File: src/rtl/pwm_mc_dt.sv
// pwm_mc_dt: multi-channel centre-aligned complementary PWM with per-channel
// dead-time insertion, dead-zone offset/saturation and an optional latched
// fault shutdown (compile with `define PWM_MC_FAULT_EN to enable the latch).

// Per-channel dead-time sequencer driving one high/low gate pair.
module pwm_mc_dt_lane #(
  parameter int DT_W = 8
) (
  input  logic            clk,
  input  logic            rst,
  input  logic            i_raw,
  input  logic            i_force,
  input  logic [DT_W-1:0] i_dt,
  output logic            o_h,
  output logic            o_l
);
  typedef enum logic [1:0] {S_IDLE, S_DEAD, S_ON} state_t;

  state_t          r_state, w_state_nx;
  logic [DT_W-1:0] r_cnt, w_cnt_nx;
  logic            r_tgt, w_tgt_nx;
  logic            r_h, r_l, w_h_nx, w_l_nx;

  // State, counter, target and registered gate outputs.
  always_ff @(posedge clk or negedge rst) begin
    if (!rst) begin
      r_state <= S_IDLE;
      r_cnt   <= '0;
      r_tgt   <= 1'b0;
      r_h     <= 1'b0;
      r_l     <= 1'b0;
    end else begin
      r_state <= w_state_nx;
      r_cnt   <= w_cnt_nx;
      r_tgt   <= w_tgt_nx;
      r_h     <= w_h_nx;
      r_l     <= w_l_nx;
    end
  end

  // Next state; gates default low so only ON with a settled target drives one.
  // A side only turns on after raw has been stable for dt+1 sampled edges.
  always_comb begin
    w_state_nx = r_state;
    w_cnt_nx   = r_cnt;
    w_tgt_nx   = r_tgt;
    w_h_nx     = 1'b0;
    w_l_nx     = 1'b0;
    if (i_force) begin
      w_state_nx = S_IDLE;
    end else begin
      case (r_state)
        S_IDLE: begin
          w_tgt_nx = i_raw;
          w_cnt_nx = i_dt;
          if (i_dt == '0) begin
            w_state_nx = S_ON;
            w_h_nx     = i_raw;
            w_l_nx     = ~i_raw;
          end else begin
            w_state_nx = S_DEAD;
          end
        end
        S_DEAD: begin
          if (i_raw != r_tgt) begin
            // raw moved again: restart the dead window on the new target
            w_tgt_nx = i_raw;
            w_cnt_nx = i_dt;
            if (i_dt == '0) begin
              w_state_nx = S_ON;
              w_h_nx     = i_raw;
              w_l_nx     = ~i_raw;
            end
          end else if (r_cnt <= DT_W'(1)) begin
            w_state_nx = S_ON;
            w_h_nx     = r_tgt;
            w_l_nx     = ~r_tgt;
          end else begin
            w_cnt_nx = r_cnt - DT_W'(1);
          end
        end
        S_ON: begin
          if (i_raw != r_tgt) begin
            w_tgt_nx = i_raw;
            w_cnt_nx = i_dt;
            if (i_dt == '0) begin
              w_h_nx = i_raw;
              w_l_nx = ~i_raw;
            end else begin
              w_state_nx = S_DEAD;
            end
          end else begin
            w_h_nx = r_tgt;
            w_l_nx = ~r_tgt;
          end
        end
        default: w_state_nx = S_IDLE;
      endcase
    end
  end

  assign o_h = r_h;
  assign o_l = r_l;
endmodule

module pwm_mc_dt #(
  parameter int CH       = 3,
  parameter int K        = 14,
  parameter int DT_W     = 8,
  parameter int DEADZONE = 0
) (
  input  logic              clk,
  input  logic              rst,
  input  logic [16*CH-1:0]  val_in,
  input  logic [DT_W-1:0]   dt,
  input  logic              en,
  input  logic              fault,
  input  logic              fault_clr,
  output logic [CH-1:0]     h_out,
  output logic [CH-1:0]     l_out,
  output logic              fault_st,
  output logic              pwm_ready
);
  // 18-bit working width leaves headroom for any 16-bit DEADZONE
  localparam logic signed [17:0] DZ     = 18'(DEADZONE);
  localparam logic signed [17:0] SAT_HI = 18'sh07FFF;
  localparam logic signed [17:0] SAT_LO = -18'sh08000;

  logic [CH-1:0][15:0]  r_val_s;
  logic [CH-1:0][K-1:0] r_val;
  logic [CH-1:0][K-1:0] w_duty;
  logic [CH-1:0]        w_raw;
  logic [K:0]           r_car;     // {dir, cnt}
  logic [K-1:0]         w_pwm_c;
  logic                 w_load;
  logic                 w_force;

  assign w_pwm_c   = r_car[K] ? ~r_car[K-1:0] : r_car[K-1:0];
  assign w_load    = (r_car[K-1:0] == '0);
  assign pwm_ready = w_load;

  // Input capture, free-running carrier and shadow duty load at the extremes.
  always_ff @(posedge clk or negedge rst) begin
    if (!rst) begin
      r_val_s <= '0;
      r_val   <= '0;
      r_car   <= '0;
    end else begin
      r_val_s <= val_in;
      r_car   <= r_car - (K+1)'(1);
      if (w_load) r_val <= w_duty;
    end
  end

  for (genvar gi = 0; gi < CH; gi++) begin : g_ch
    logic signed [17:0] w_ext, w_off;
    logic [15:0]        w_sat;
    logic               w_unused_lsb;

    // Dead-zone offset away from zero, then clamp to the signed 16-bit range.
    always_comb begin
      w_ext = {{2{r_val_s[gi][15]}}, r_val_s[gi]};
      w_off = w_ext[17] ? (w_ext - DZ) : (w_ext + DZ);
      if (w_off > SAT_HI)      w_sat = 16'h7FFF;
      else if (w_off < SAT_LO) w_sat = 16'h8000;
      else                     w_sat = w_off[15:0];
    end

    // Adding 2^(K-1) to the top K bits is just an MSB flip.
    assign w_duty[gi]   = {~w_sat[15], w_sat[14:16-K]};
    assign w_raw[gi]    = (r_val[gi] > w_pwm_c);
    assign w_unused_lsb = ^w_sat;
  end

`ifdef PWM_MC_FAULT_EN
  logic r_fault_st;

  // Fault latch: set wins over clear when both are requested.
  always_ff @(posedge clk or negedge rst) begin
    if (!rst)           r_fault_st <= 1'b0;
    else if (fault)     r_fault_st <= 1'b1;
    else if (fault_clr) r_fault_st <= 1'b0;
  end

  // The live fault input acts on the same edge it sets the latch.
  assign w_force  = ~en | fault | r_fault_st;
  assign fault_st = r_fault_st;
`else
  logic w_unused_fault;

  assign w_unused_fault = fault ^ fault_clr;
  assign w_force        = ~en;
  assign fault_st       = 1'b0;
`endif

  pwm_mc_dt_lane #(.DT_W(DT_W)) u_lane [CH-1:0] (
    .clk     (clk),
    .rst     (rst),
    .i_raw   (w_raw),
    .i_force (w_force),
    .i_dt    (dt),
    .o_h     (h_out),
    .o_l     (l_out)
  );
endmodule

File: config.mk
export PLATFORM = sky130hd
export DESIGN_NAME = pwm_mc_dt
export DESIGN_NICKNAME = d
export VERILOG_FILES = /design/src/rtl/pwm_mc_dt.sv
export SDC_FILE = /design/constraint.sdc
export NUM_CORES = 1
export LEC_CHECK = 0
export ABC_CLOCK_PERIOD_IN_PS = 4050
export CORE_MARGIN = 3
export CORE_UTILIZATION = 50
export CTS_CLUSTER_SIZE = 16
export DETAILED_ROUTE_END_ITERATION = 10
export PLACE_DENSITY = 0.78
export SKIP_CTS_REPAIR_TIMING = 1
export SYNTH_ARGS = -nofsm -noshare
export SYNTH_HDL_FRONTEND = slang
export SYNTH_SLANG_ARGS = --single-unit
File: constraint.sdc
create_clock -name clk -period 4.05 [get_ports clk]
set_input_delay 1.0125 -clock clk [delete_from_list [all_inputs] [get_ports clk]]
set_output_delay 1.0125 -clock clk [all_outputs]
set_load 0.1 [all_outputs]
==> metrics.sh, run 1 <==
SYNTH-EDFF-COUNT=0
YOSYS_REGISTER_BITS=138
GRT_PASS1_VIAS=5947
FIRST_ITER_VIOLATIONS=491
ROUTE.FINAL.WIRE_LENGTH_UM=16600
FIN_CRIT_SH=0.919
HOLDCRITPATHCLASS='flop to flop'
DOMINANT_COMBINATIONAL_CELL_FAMILY_BY_AREA_AFTER_SYNTHESIS='simple AND/OR/NAND/NOR gates'
FIN_TNS_SETUP_NS=0
NETLIST_INSTANCES=748
GPL_WTD_CONG=0.811
SYNTH_SEQ_AREA_SHARE=0.466
DETAIL-ROUTE-ANTENNA-NETS=0
DETAIL_ROUTE.FIRST_PASS.ITERATIONS=6
CHIPWIDTH_UM=128
TRITONCTS_SINK_COUNT=138
SYNTH_TOP_CELLS_BY_AREA='sky130_fd_sc_hd__dfrtp_1, sky130_fd_sc_hd__nand2_1, sky130_fd_sc_hd__ha_1, sky130_fd_sc_hd__mux2i_1, sky130_fd_sc_hd__xnor2_1'
DIODE_INSERTION_COUNT_FOR_ANTENNA_REPAIR=0
ANTENNA_FOUND_INITIAL=0
SLEW_HEADROOM=0.351
PORTBUFFERS=59
TIMING.FMAX_MHz=269
TIMING.FINAL.HOLD_VIOLATIONS=0
CLOCK_TREE.BUFFER_DEPTH=2
SYNTH.TOP_CELL.AREA_SHARE=0.466
TIGHTEST_SLEW_NS=0.970
POST_DRT_WL_PER_CELL_UM=16.7
REMAINING_DRC_ERRORS=0
CTS_BUFFERS=17
SYNTH_AREA_UM2=7420
CLOCK_TREE.HTREE_LEVEL_COUNT=4
FIN_SKEW_NS=0.00908
GRT_OVERFLOW_TOTAL=0
DRIVE_GT1_FRAC=0.0847
DIE_H_UM=128
P_LEAK_uW=0.00410
SYNTH-COMPOUND-AREA-SHARE=0.122
SYNTH_CELL_TYPES=69
CRIT_PATH_END_KIND='flop'
CLOCKROOTBUFFER='sky130_fd_sc_hd__clkbuf_16'
POST_SYNTH_XOR_AREA_FRACTION=0.0599
SYNTH_LARGEST_AREA_CELL='sky130_fd_sc_hd__dfrtp_1'
COREAREA_UM2=14200
SLEW_VIOL_FINAL=0
GRT_FIRST_PASS_WIRELENGTH_UM=28000
WORST_SETUP_PATH_START_KIND='flop'
DR_TOTAL_VIAS=5711
ROUTED_VIA_DENSITY=5.74
TIMING_WORST_SETUP_PATH_TYPE='flop to flop'
MOST_COMMON_LIBRARY_CELL_IN_THE_LAYOUT_IGNORING_FILL_AND_TAPS='sky130_fd_sc_hd__nand2_1'
MAXIMUM_NUMBER_OF_PINS_ON_ONE_NET_BEFORE_GLOBAL_ROUTE_REPAIR=83
GRT_SETUP_UNREPAIRED='false'
PLACEDCELLCOUNT=963
CAP_VIOLATIONS=0
POST-ROUTE-UTIL=0.614
CTS_TREE='done'
REPORT.FINAL.SETUP_VIOL=0
CRIT_REQUIRED_NS=4.33
ASYNC_FLOP_SHARE=1.00
TIMING.CRITICAL_PATH.FANOUT_MAX=10
SYNTHSIMPLEGATEAREAFRAC=0.179
FINALCRITICALPERIOD_NS=3.72
PLACE.DETAILED.HPWL_UM=12100
YOSYS_WARNINGS=0
WORSTSKEWPAIRLATENCY_NS=0.43
NUM_IO_PINS=69
NET_COUNT_REPORTED_AT_FINISH=912
SYNTHFLOPTYPE='sky130_fd_sc_hd__dfrtp_1'
ADDER_CELL_SHARE_OF_THE_SYNTHESIZED_AREA=0.0840
ROW_COUNT=43
CP_DATA_ARRIVAL_TIME_NS=4.01
MAX-VDD-IR-DROP_V=0.000304
OUTCOME='finished clean'
FLOORPLAN.DIE_AREA_UM2=16300
REG2REG_SLACK_NS=0.33
GLOBAL_ROUTER_S_OVERALL_RESOURCE_USAGE=0.216
CTS.REPORTEDPATHS.CLKPINSLEW_NS=0.06
MULTIPLEXER_FRACTION_OF_THE_SYNTHESIZED_CELL_AREA=0.0428
SYN-NUM-NETS=858
CELLPOWERDENSITY_nW_PER_UM2=489
INITIAL_UTILIZATION=0.522
FINAL-INSTANCE-COUNT-EXCL-FILL=995
MEAN_SYN_CELL_AREA_UM2=9.92
MOSTFREQUENTLAYOUTCELLS='sky130_fd_sc_hd__nand2_1, sky130_fd_sc_hd__dfrtp_1, sky130_fd_sc_hd__clkdlybuf4s50_1'
SYN_TO_FINAL_GROWTH_PCT=17.6
## logic make-up (layout without fill, tap and decap cells)
family	after synthesis	in the layout
AND/OR/NAND/NOR	289	289
multiplexers	31	31
other	1	1
buffers and inverters	74	141
adder cells (fa/ha/maj)	50	50
XOR/XNOR	36	36
flip-flops	138	138
AO/OA/AOI/OAI	129	129
## state kept, by name (all words and copies together), names as in the netlist
signal,count
g_ch.w_ext,42
r_val,42
u_lane.r_cnt,24
r_car,15
u_lane.r_state,6
u_lane.o_h,3
u_lane.o_l,3
u_lane.r_tgt,3
## power breakdown
group          switching (µW)  internal, µW
Combinational             562           425
Clock                     602           929
Sequential                188          1560
Total                    1350          2910
## routing by layer
layer | vias up | part of all wire | track usage
li1 | 2711 | - | -
met1 | 2783 | 0.43 | 0.269
met2 | 183 | 0.50 | 0.363
met3 | 34 | 0.050 | 0.0571
met4 | 0 | 0.024 | 0.0811
met5 | - | 0 | 0
## path summary, 6_finish.rpt
check,start,to,cells past startpoint
max reg2reg,r_car[14],u_lane[1].r_cnt[2],11
min in group asynchronous,rst,g_ch[1].w_ext[2],1
max,r_car[14],u_lane[1].r_cnt[2],11
max in group asynchronous,rst,r_val[34],2
min,g_ch[1].w_ext[15],r_val[27],1
min reg2reg,g_ch[1].w_ext[15],r_val[27],1
## stage by stage
stage	area [µm²]	hold slack, ns	setup WS [ns]	power, µW
finish	8730	0.443	0.328	4260
global route	8730	0.459	0.111	4500
CTS	8730	0.447	0.252	4280
detailed placement	8140	0.431	0.325	2730
global placement	8140	0.410	0.422	2650
floorplan	7420	0.404	0.319	2450
## critical path, stage by stage, from the launching register on
cell and delay [ns]:
sky130_fd_sc_hd__dfrtp_2 0.51, sky130_fd_sc_hd__xnor2_1 0.38, sky130_fd_sc_hd__ha_1 0.32, sky130_fd_sc_hd__and2_1 0.17, sky130_fd_sc_hd__a221o_1 0.29, sky130_fd_sc_hd__a311o_2 0.39
sky130_fd_sc_hd__a211oi_4 0.38, sky130_fd_sc_hd__nor3_2 0.14, sky130_fd_sc_hd__or3b_1 0.51, sky130_fd_sc_hd__buf_4 0.24, sky130_fd_sc_hd__o21ai_0 0.18, sky130_fd_sc_hd__a22oi_1 0.09
## area by class of cell
type                       count  area (µm²)
fill                        1132        5480
multi-input combinational    536        3620
sequential                   138        3450
timing repair buffer          70         697
clock buffer                  20         447
tap                          180         225
inverter                      39         146
clock inverter                12         136
## cells in the mapped netlist (7+ instances only)
master	n
sky130_fd_sc_hd__o21ai_0	30
sky130_fd_sc_hd__buf_2	8
sky130_fd_sc_hd__inv_1	39
sky130_fd_sc_hd__dfrtp_1	138
sky130_fd_sc_hd__clkbuf_1	15
sky130_fd_sc_hd__o211ai_1	9
sky130_fd_sc_hd__nand3_1	9
sky130_fd_sc_hd__nand2b_1	9
sky130_fd_sc_hd__nor4_1	10
sky130_fd_sc_hd__xnor2_1	18
sky130_fd_sc_hd__mux2i_1	25
sky130_fd_sc_hd__xor2_1	8
sky130_fd_sc_hd__nor2_1	28
sky130_fd_sc_hd__nand4_1	7
sky130_fd_sc_hd__o2bb2ai_1	11
sky130_fd_sc_hd__nand2_1	167
sky130_fd_sc_hd__ha_1	49
sky130_fd_sc_hd__buf_4	8
sky130_fd_sc_hd__or3_1	8
sky130_fd_sc_hd__nor3_1	19
sky130_fd_sc_hd__o21ai_1	8
sky130_fd_sc_hd__a31oi_1	8
sky130_fd_sc_hd__a21oi_1	13
Power figures use the tool's default switching activity.
==> run 2: changes to the inputs <==
--- a/config.mk
+++ b/config.mk
@@ -5,7 +5,6 @@
 export SDC_FILE = /design/constraint.sdc
 export NUM_CORES = 1
 export LEC_CHECK = 0
-export ABC_CLOCK_PERIOD_IN_PS = 4050
 export CORE_MARGIN = 3
 export CORE_UTILIZATION = 50
 export CTS_CLUSTER_SIZE = 16
==> results of run 2 <==
Final layout, timing and power as in run 1 (identical DEF).
==> run 3: changes to the inputs <==
--- a/config.mk
+++ b/config.mk
@@ -6,10 +6,10 @@
 export NUM_CORES = 1
 export LEC_CHECK = 0
 export CORE_MARGIN = 3
-export CORE_UTILIZATION = 50
+export CORE_UTILIZATION = 41
 export CTS_CLUSTER_SIZE = 16
 export DETAILED_ROUTE_END_ITERATION = 10
-export PLACE_DENSITY = 0.78
+export PLACE_DENSITY = 0.67
 export SKIP_CTS_REPAIR_TIMING = 1
 export SYNTH_ARGS = -nofsm -noshare
 export SYNTH_HDL_FRONTEND = slang
==> run 3 against run 2 <==
  * Register-to-register slack better by 0.06 ns
  * Cell area rose by 1.9%
  * Sequential cell count unchanged
  * Core utilization fell by 11 points
  * Wire length shrank 5.4%
  * Critical path depth unchanged
  * Hold slack lost 0.0039 ns
  * Die area rose by 21%
  * Via count down 4.9%
  * Sequential power hardly changed
  * Highest routed layer unchanged
  * Global-route usage decreased by 4.9 points
==> metrics.sh, run 3 (synthesized netlist as in run 1, its figures left out) <==
WORSTPATHCELLLIST='buf_4 -> xnor2_1 -> ha_1 -> nand4_1 -> a2111oi_1 -> a211oi_1 -> nor3b_1 -> or3_1 -> nand3_2 -> and3_1 -> a221o_1'  # was xnor2_1 -> ha_1 -> and2_1 -> a221o_1 -> a311o_2 -> a211oi_4 -> nor3_2 -> or3b_1 -> buf_4 -> o21ai_0 -> a22oi_1
FIN_CRIT_SH=0.904  # was 0.919
FIRST_ITER_VIOLATIONS=346  # was 491
OUTCOME='finished clean'  # unchanged
FIN_TNS_SETUP_NS=0  # unchanged
GRT_FIRST_PASS_WIRELENGTH_UM=26600  # was 28000 µm
POST_DRT_WL_PER_CELL_UM=15.1  # was 16.7 µm
MOST_COMMON_LIBRARY_CELL_IN_THE_LAYOUT_IGNORING_FILL_AND_TAPS='sky130_fd_sc_hd__nand2_1'  # unchanged
DRIVE_GT1_FRAC=0.0904  # was 0.0847
DETAIL-ROUTE-ANTENNA-NETS=0  # unchanged
COMBPWRFRAC=0.217  # was 0.232
ROUTED_VIA_DENSITY=5.20  # was 5.74
GRT_PASS1_VIAS=5373  # was 5947
CP_DATA_ARRIVAL_TIME_NS=3.98  # was 4.01 ns
TIMING_WORST_SETUP_PATH_TYPE='flop to flop'  # unchanged
GPL_WTD_CONG=0.848  # was 0.811
GRT_OVERFLOW_TOTAL=0  # unchanged
WORSTSKEWPAIRLATENCY_NS=0.43  # about the same
WORST_PATH_MAX_STAGE_DELAY_NS=0.43  # was 0.51 ns
GLOBAL_ROUTER_S_OVERALL_RESOURCE_USAGE=0.168  # was 0.216
GRT_SETUP_UNREPAIRED='false'  # unchanged
POWER.SHARE.SEQUENTIAL=0.390  # was 0.409
MAXIMUM_NUMBER_OF_PINS_ON_ONE_NET_BEFORE_GLOBAL_ROUTE_REPAIR=81  # was 83
MAX-VDD-IR-DROP_V=0.000316  # was 0.000304 V
CRIT_REQUIRED_NS=4.37  # was 4.33 ns
MIN_PATH_CELLS=1  # unchanged
COREAREA_UM2=17500  # was 14200 µm²
SYN_TO_FINAL_GROWTH_PCT=19.9  # was 17.6%
SEQ_AREA_UM2=3450  # about the same
INTERNAL-POWER_uW=3100  # was 2910 µW
SWITCHING_SHARE_OF_POWER=0.306  # was 0.317
CRIT_PATH_END_KIND='flop'  # unchanged
TRITONCTS_SINK_COUNT=138  # unchanged
START_OF_THE_WORST_REGISTER_TO_REGISTER_PATH='r_car[14]'  # unchanged
NETSWITCHINGPOWER_uW=1370  # was 1350 µW
P_LEAK_uW=0.00415  # was 0.00410 µW
CTS_TREE='done'  # unchanged
INITIAL_UTILIZATION=0.424  # was 0.522
CRITICAL-PATH-SLOWEST-CELL='sky130_fd_sc_hd__xnor2_1'  # was sky130_fd_sc_hd__dfrtp_2
HOLD-WORST-SLACK_NS=0.439  # was 0.443 ns
WORSTSETUPSTARTPOINT='r_car[14]'  # unchanged
CLOCK_TREE.BUFFER_DEPTH=2  # unchanged
NUM_IO_PINS=69  # unchanged
HP-START='g_ch[1].w_ext[15]'  # unchanged
PORTBUFFERS=59  # unchanged
CTS.REPORTEDPATHS.CLKPINSLEW_NS=0.07  # was 0.06 ns
SLEW_HEADROOM=0.339  # was 0.351
POST-ROUTE-UTIL=0.509  # was 0.614
DIODE_INSERTION_COUNT_FOR_ANTENNA_REPAIR=0  # unchanged
NET_COUNT_REPORTED_AT_FINISH=916  # was 912
HOLDCRITPATHCLASS='flop to flop'  # unchanged
CLOCK_TREE.HTREE_LEVEL_COUNT=4  # unchanged
MULTI_INPUT_COMB_AREA_UM2=3630  # was 3620 µm²
FINAL.FILL_COUNT=1557  # was 1132
CLOCKROOTBUFFER='sky130_fd_sc_hd__clkbuf_16'  # unchanged
CTS_BUFFERS=17  # unchanged
CAP_VIOLATIONS=0  # unchanged
P_CLK_FRAC=0.394  # was 0.359
DR_TOTAL_VIAS=5430  # was 5711
TIMING.CRITICAL_PATH.FANOUT_MAX=16  # was 10
MOSTFREQUENTLAYOUTCELLS='sky130_fd_sc_hd__nand2_1, sky130_fd_sc_hd__dfrtp_1, sky130_fd_sc_hd__clkdlybuf4s50_1'  # unchanged
DETAIL_ROUTE.FIRST_PASS.ITERATIONS=4  # was 6
WORST_SETUP_PATH_START_KIND='flop'  # unchanged
TIGHTEST_SLEW_NS=0.988  # was 0.970 ns
CELLPOWERDENSITY_nW_PER_UM2=502  # was 489 nW/µm²
ANTENNA_FOUND_INITIAL=0  # unchanged
FINALCRITICALPERIOD_NS=3.66  # was 3.72 ns
TIMING.FINAL.HOLD_VIOLATIONS=0  # unchanged
REMAINING_DRC_ERRORS=0  # unchanged
FLOORPLAN.DIE_AREA_UM2=19700  # was 16300 µm²
ROUTE.FINAL.WIRE_LENGTH_UM=15700  # was 16600 µm
REPORT.FINAL.SETUP_VIOL=0  # unchanged
FF2FF_PATH_DEPTH=11  # unchanged
FIN_SKEW_NS=0.0123  # was 0.00908 ns
CHIPWIDTH_UM=141  # was 128 µm
DIE_H_UM=141  # was 128 µm
SLEW_VIOL_FINAL=0  # unchanged
TIMING.FMAX_MHz=273  # was 269 MHz
PLACE.DETAILED.HPWL_UM=11200  # was 12100 µm
ROW_COUNT=48  # was 43
run 3: through the flow:
| step | instances | worst slack [ns] | total power [µW] | instance area (µm²) |
|---|---|---|---|---|
| floorplan | 748 | 0.319 | 2450 | 7420 |
| global route | 1044 | 0.0828 | 4700 | 8900 |
| global placement | 1012 | 0.429 | 2690 | 8230 |
| detailed placement | 1012 | 0.379 | 2720 | 8230 |
| CTS | 1044 | 0.383 | 4490 | 8890 |
| finish | 1044 | 0.388 | 4460 | 8900 |
run 3: path summary, 6_finish.rpt:
| path | endpoint | slack, ns |
|---|---|---|
| max in group asynchronous | g_ch[1].w_ext[4] | 2.69 |
| min | r_val[27] | 0.44 |
| min reg2reg | r_val[27] | 0.44 |
| max | u_lane[0].r_cnt[7] | 0.39 |
| max reg2reg | u_lane[0].r_cnt[7] | 0.39 |
| min in group asynchronous | u_lane[0].r_cnt[3] | 0.60 |
run 3: area by class of cell:
cell class | instances | area share
Timing Repair Buffer | 74 | 0.0817
Tap cell | 225 | 0.0316
Sequential cell | 138 | 0.388
Clock inverter | 14 | 0.0262
Multi-Input combinational cell | 536 | 0.408
Inverter | 39 | 0.0165
Clock buffer | 18 | 0.0482
run 3: metal layers:
metal | wire length, µm | GRT usage
met1 | 7690 | 0.234
met5 | 0 | 0
met3 | 513 | 0.0348
met2 | 7280 | 0.262
met4 | 244 | 0.0556
run 3: worst max-delay path, delay by kind of cell, from the launching register on:
| kind | cells | cell delay (ns) |
|---|---|---|
| simple gates | 5 | 1.45 |
| compound gates | 3 | 0.75 |
| xor+xnor | 1 | 0.43 |
| flops | 1 | 0.37 |
| fa+ha+maj | 1 | 0.35 |
| buf+inv | 1 | 0.19 |
run 3: power by group through the flow:
stage	clock, µW	sequential, µW	combinational [µW]
after floorplan	0	1710	741
after global placement	0	1760	937
after detailed placement	0	1760	962
after CTS	1780	1740	966
after global routing	1850	1770	1090
final	1760	1740	967
==> RTL edit 1 (flow settings as in run 2) <==
Build with the macro `PWM_MC_FAULT_EN` defined.
--- a/src/rtl/pwm_mc_dt.sv
+++ b/src/rtl/pwm_mc_dt.sv
@@ -3,6 +3,8 @@
 // fault shutdown (compile with `define PWM_MC_FAULT_EN to enable the latch).
 
 // Per-channel dead-time sequencer driving one high/low gate pair.
+`define PWM_MC_FAULT_EN
+
 module pwm_mc_dt_lane #(
   parameter int DT_W = 8
 ) (
Behaviour: not the same (Yosys sat finds a counterexample within 4 cycles, from zero or initial values and one cycle with rst low).
==> RTL edit 1 against run 2 <==
Sequential cell count grew 1. Worst setup slack lost 0.050 ns. Synthesized area grew 3.5%. Wire length shrank 3.0%. Cell area grew 3.6%. Hold slack lost 0.012 ns. First-iteration DRC count grew 9.8%. Highest routed layer unchanged.
Power is not compared: it rests on default switching activity, and its combinational part moved more than twofold at a synthesized area within 25%.
==> RTL edit 1: results <==
{
  "cp_max_fo": 15,
  "slowest_stage": "or2_1",
  "place.gp.congestion": 0.886,
  "min_to": "r_val[16]",
  "synthAdderAreaFrac_pct": 8.47,
  "port_buffers": 62,
  "syn_nets": 894,
  "ys_seq_area_share_pct": 45.3,
  "min_from": "g_ch[1].w_ext[4]",
  "whs_path_depth": 2,
  "rrSetupSlack_ns": 0.28,
  "synthTopCellsByArea": "dfrtp_1 (45%), ha_1 (8.5%), nand2_1 (7.7%), mux2i_1 (2.2%), o21ai_0 (1.9%)",
  "rr_worst_depth": 12,
  "routed_wl_um": 16100,
  "cp.arrival_ns": 4.05,
  "status": "complete, no violations",
  "grt_max_degree": 73,
  "post-place-ws_ns": 0.199,
  "vias_per_cell": 5.64,
  "synth_common_cells": "nand2_1 (158), dfrtp_1 (139), ha_1 (52)",
  "synth.area.mux_share_pct": 2.80,
  "drt_iter0_markers": 539,
  "dpl.hpwl_um": 11300,
  "synth_xor_xnor_area_share_pct": 6.01,
  "drive_above_1_share_pct": 7.85,
  "dr.pass1.iters": 5,
  "rr_endpoint": "u_lane[2].r_cnt[7]",
  "fin_nets": 954,
  "finalClockSkew_ns": 0.0105,
  "n_fill_cell": 1208
}
==> RTL edit 1: cell count changes after synthesis, sizes merged, moves of 6 or more <==
cell          run 2  this run
nor4             10        17
nor2b             1        10
a21oi            13        23
nand2           167       158
nor2             28        35
inv              39        32
nor3b             2         8
mux2i            25        17
==> RTL edit 1: tightest hold or removal path, stage by stage, from the launching register on <==
cell and delay (ns):
dfrtp_1 0.32, nand2_1 0.04, nand2_1 0.04
==> RTL edit 1: where the power goes <==
| group | switching (uW) | total, uW | internal, uW |
|---|---|---|---|
| Sequential | 110 | 1610 | 1500 |
| Combinational | 241 | 459 | 218 |
| Clock | 629 | 1490 | 861 |
| Total | 980 | 3560 | 2570 |
==> RTL edit 1: cells by family (layout without fill, tap and decap cells) <==
kind of cell,count (synthesis),count (layout)
and+or+nand+nor,310,310
AOI/OAI and AO/OA,152,152
DFF,139,139
buffers and inverters,69,142
adders and majority gates,52,52
xor gates and xnor gates,38,38
muxes,21,21
==> RTL edit 1: final cells by class <==
type | count | share of cell area [%]
clock inverters | 13 | 1.48
well taps | 184 | 2.55
repair buffers | 77 | 8.37
inverters | 33 | 1.37
multi-input cells | 573 | 43.0
flip-flops and latches | 139 | 38.5
clock buffers | 19 | 4.79
==> RTL edit 1: worst max path at each step <==
stage	slack [ns]	to	from	depth (start not counted)
4_1_cts	0.11	u_lane[0].r_cnt[1]	r_car[14]	11
3_5_place_dp	0.20	u_lane[0].r_cnt[1]	r_car[14]	11
3_3_place_gp	0.29	u_lane[0].r_cnt[1]	r_car[14]	11
2_1_floorplan	0.34	pwm_ready	r_car[0]	9
6_report	0.28	u_lane[2].r_cnt[7]	r_car[14]	12
5_1_grt	0.05	u_lane[2].r_cnt[7]	r_car[14]	12
==> RTL edit 1: metrics by stage <==
| stage | total power [uW] | cells | instance area [um^2] | hold WS, ns | util [%] |
|---|---|---|---|---|---|
| after floorplan | 1910 | 781 | 7680 | 0.414 | - |
| after global placement | 2060 | 1006 | 8470 | 0.420 | 57.4 |
| after detailed placement | 2080 | 1006 | 8470 | 0.420 | 57.4 |
| after CTS | 3580 | 1038 | 9040 | 0.432 | 61.2 |
| after global routing | 3730 | 1038 | 9040 | 0.444 | 61.3 |
| final | 3560 | 1038 | 9040 | 0.431 | 61.3 |
==> RTL edit 1: routing by layer <==
metal  wire length (um)  track usage, %  vias to the layer above
met4                252            7.09                        0
met3                792            4.54                       18
met5                  0               0                        -
li1                   -               -                     2884
met1               7530            28.3                     2809
met2               7560            30.6                      139
==> RTL edit 2 (settings of run 2) <==
Without the edit above. Re-encode `state_t` (3 states) as one-hot, 3 bits wide.
--- a/src/rtl/pwm_mc_dt.sv
+++ b/src/rtl/pwm_mc_dt.sv
@@ -14,7 +14,7 @@
   output logic            o_h,
   output logic            o_l
 );
-  typedef enum logic [1:0] {S_IDLE, S_DEAD, S_ON} state_t;
+  typedef enum logic [2:0] {S_IDLE = 3'b001, S_DEAD = 3'b010, S_ON = 3'b100} state_t;
 
   state_t          r_state, w_state_nx;
   logic [DT_W-1:0] r_cnt, w_cnt_nx;
Check against the original RTL: no difference found for any inputs over 10 cycles, from zero or initial values and one cycle with rst low; not proved beyond that.
==> RTL edit 2 against run 2 <==
Count of clock-buffer cells in the layout stayed put. Worst setup slack better by 0.14 ns. Wire length down 9.2%. Non-clock buffer count increased by 1. Die area increased by 0.27%. Total power shrank 0.98%. Synthesized area up 0.29%. Core utilization is 0.33 points higher. Sequential cell count up 3. Cell area is 0.54% higher. Critical endpoint is now u_lane[2].r_cnt[4]. Highest routed layer unchanged.
==> RTL edit 2: results <==
{
  "cp.arrival_ns": 3.87,
  "place.gp.congestion": 0.861,
  "first_global_vias": 5535,
  "rrSetupSlack_ns": 0.47,
  "slowest_delay_ns": 0.53,
  "tightest_slew_ns": 0.971,
  "ys_warn_count": 0,
  "vdd_drop_max_v": 0.000388,
  "met3_length_um": 659,
  "synth_common_cells": "nand2_1 (165), dfrtp_1 (138), a21oi_1 (39)",
  "syn_avg_cell_area_um2": 9.74,
  "syn_nets": 862,
  "routed_wl_um": 15100,
  "ys_seq_area_share_pct": 47.5,
  "dr.pass1.iters": 5,
  "fin_nets": 919,
  "ys_types": 79,
  "grt_pass1_wl_um": 26100,
  "drive_above_1_share_pct": 9.24,
  "grt_usage_pct": 19.8,
  "dp.cells": 982,
  "cp_max_fo": 12,
  "wl_met2_um": 7350,
  "synthTopCellsByArea": "dfrtp_1 (46%), nand2_1 (8.3%), ha_1 (6.2%), a21oi_1 (2.6%), mux2i_1 (2.6%)",
  "final_cells": 1013,
  "status": "complete, no violations",
  "drt_iter0_markers": 308,
  "dpl.hpwl_um": 10700,
  "internal-power_uw": 2940,
  "wl_met1_um": 6930,
  "finalClockSkew_ns": 0.00931,
  "port_buffers": 59,
  "slowest_stage": "dfrtp_1",
  "vias_per_cell": 5.49,
  "grt_max_degree": 72
}
-- RTL edit 2: cell count changes after synthesis, moves of 5 or more --
cell,run 2,this run
o22ai_1,4,10
ha_1,49,37
nor2b_1,1,10
nor3_1,19,9
nor2_1,28,38
and4_1,6,1
o2bb2ai_1,11,0
xor2_1,8,13
a21oi_1,13,39
nand4_1,7,2
mux2i_1,25,19
o211ai_1,9,4
-- RTL edit 2: logic make-up after synthesis --
kind of cell,after synthesis,share of synthesized area (%)
adders and majority gates,38,6.36
and+or+nand+nor,297,18.8
muxes,29,4.17
DFF,141,47.5
other,1,0.0504
AOI/OAI and AO/OA,149,13.5
buffers and inverters,71,4.39
xor gates and xnor gates,38,5.23
-- RTL edit 2: worst paths after layout --
path / start / to / cells past startpoint
max: r_car[14] / u_lane[2].r_cnt[4] / 11
min: g_ch[0].w_ext[15] / r_val[13] / 1
max reg2reg: r_car[14] / u_lane[2].r_cnt[4] / 11
min reg2reg: g_ch[0].w_ext[15] / r_val[13] / 1
max in group asynchronous: rst / u_lane[0].r_state[0] / 2
min in group asynchronous: rst / g_ch[0].w_ext[5] / 1
-- RTL edit 2: worst max-delay path, delay by kind of cell (launching register included) --
| kind | cells | cell delay (ns) |
|---|---|---|
| XOR/XNOR | 1 | 0.45 |
| buffers and inverters | 1 | 0.29 |
| AND/OR/NAND/NOR | 3 | 0.62 |
| AO/OA/AOI/OAI | 4 | 0.96 |
| adder cells (fa/ha/maj) | 1 | 0.35 |
| multiplexers | 1 | 0.25 |
| flip-flops | 1 | 0.53 |
-- RTL edit 2: layer usage --
metal,track usage (%),vias to the layer above
met5,0,-
met4,6.43,0
met3,4.83,15
met2,32.0,124
met1,26.2,2667
li1,-,2754
-- RTL edit 2: area by class of cell --
class / count / area, um^2
fillers: 1146 / 5430
inverters: 38 / 143
multi-input cells: 552 / 3580
well taps: 180 / 225
clock inverters: 11 / 133
repair buffers: 71 / 704
clock buffers: 20 / 457
flip-flops and latches: 141 / 3530
-- RTL edit 2: power by group through the flow --
stage	sequential, uW	combinational, uW	clock [uW]
final	1810	863	1550
after global routing	1850	985	1650
after CTS	1810	865	1570
after detailed placement	1830	859	0
after global placement	1830	834	0
after floorplan	1750	695	0
-- RTL edit 2: through the flow --
stage	setup slack [ns]	total power [uW]	util, %	hold WS (ns)	instance area [um^2]
4_1_cts	0.476	4250	61.8	0.434	8770
2_1_floorplan	0.377	2450	-	0.414	7440
5_1_grt	0.220	4480	61.8	0.446	8770
3_3_place_gp	0.561	2660	57.6	0.418	8190
6_report	0.470	4220	61.8	0.431	8770
3_5_place_dp	0.538	2690	57.6	0.422	8190
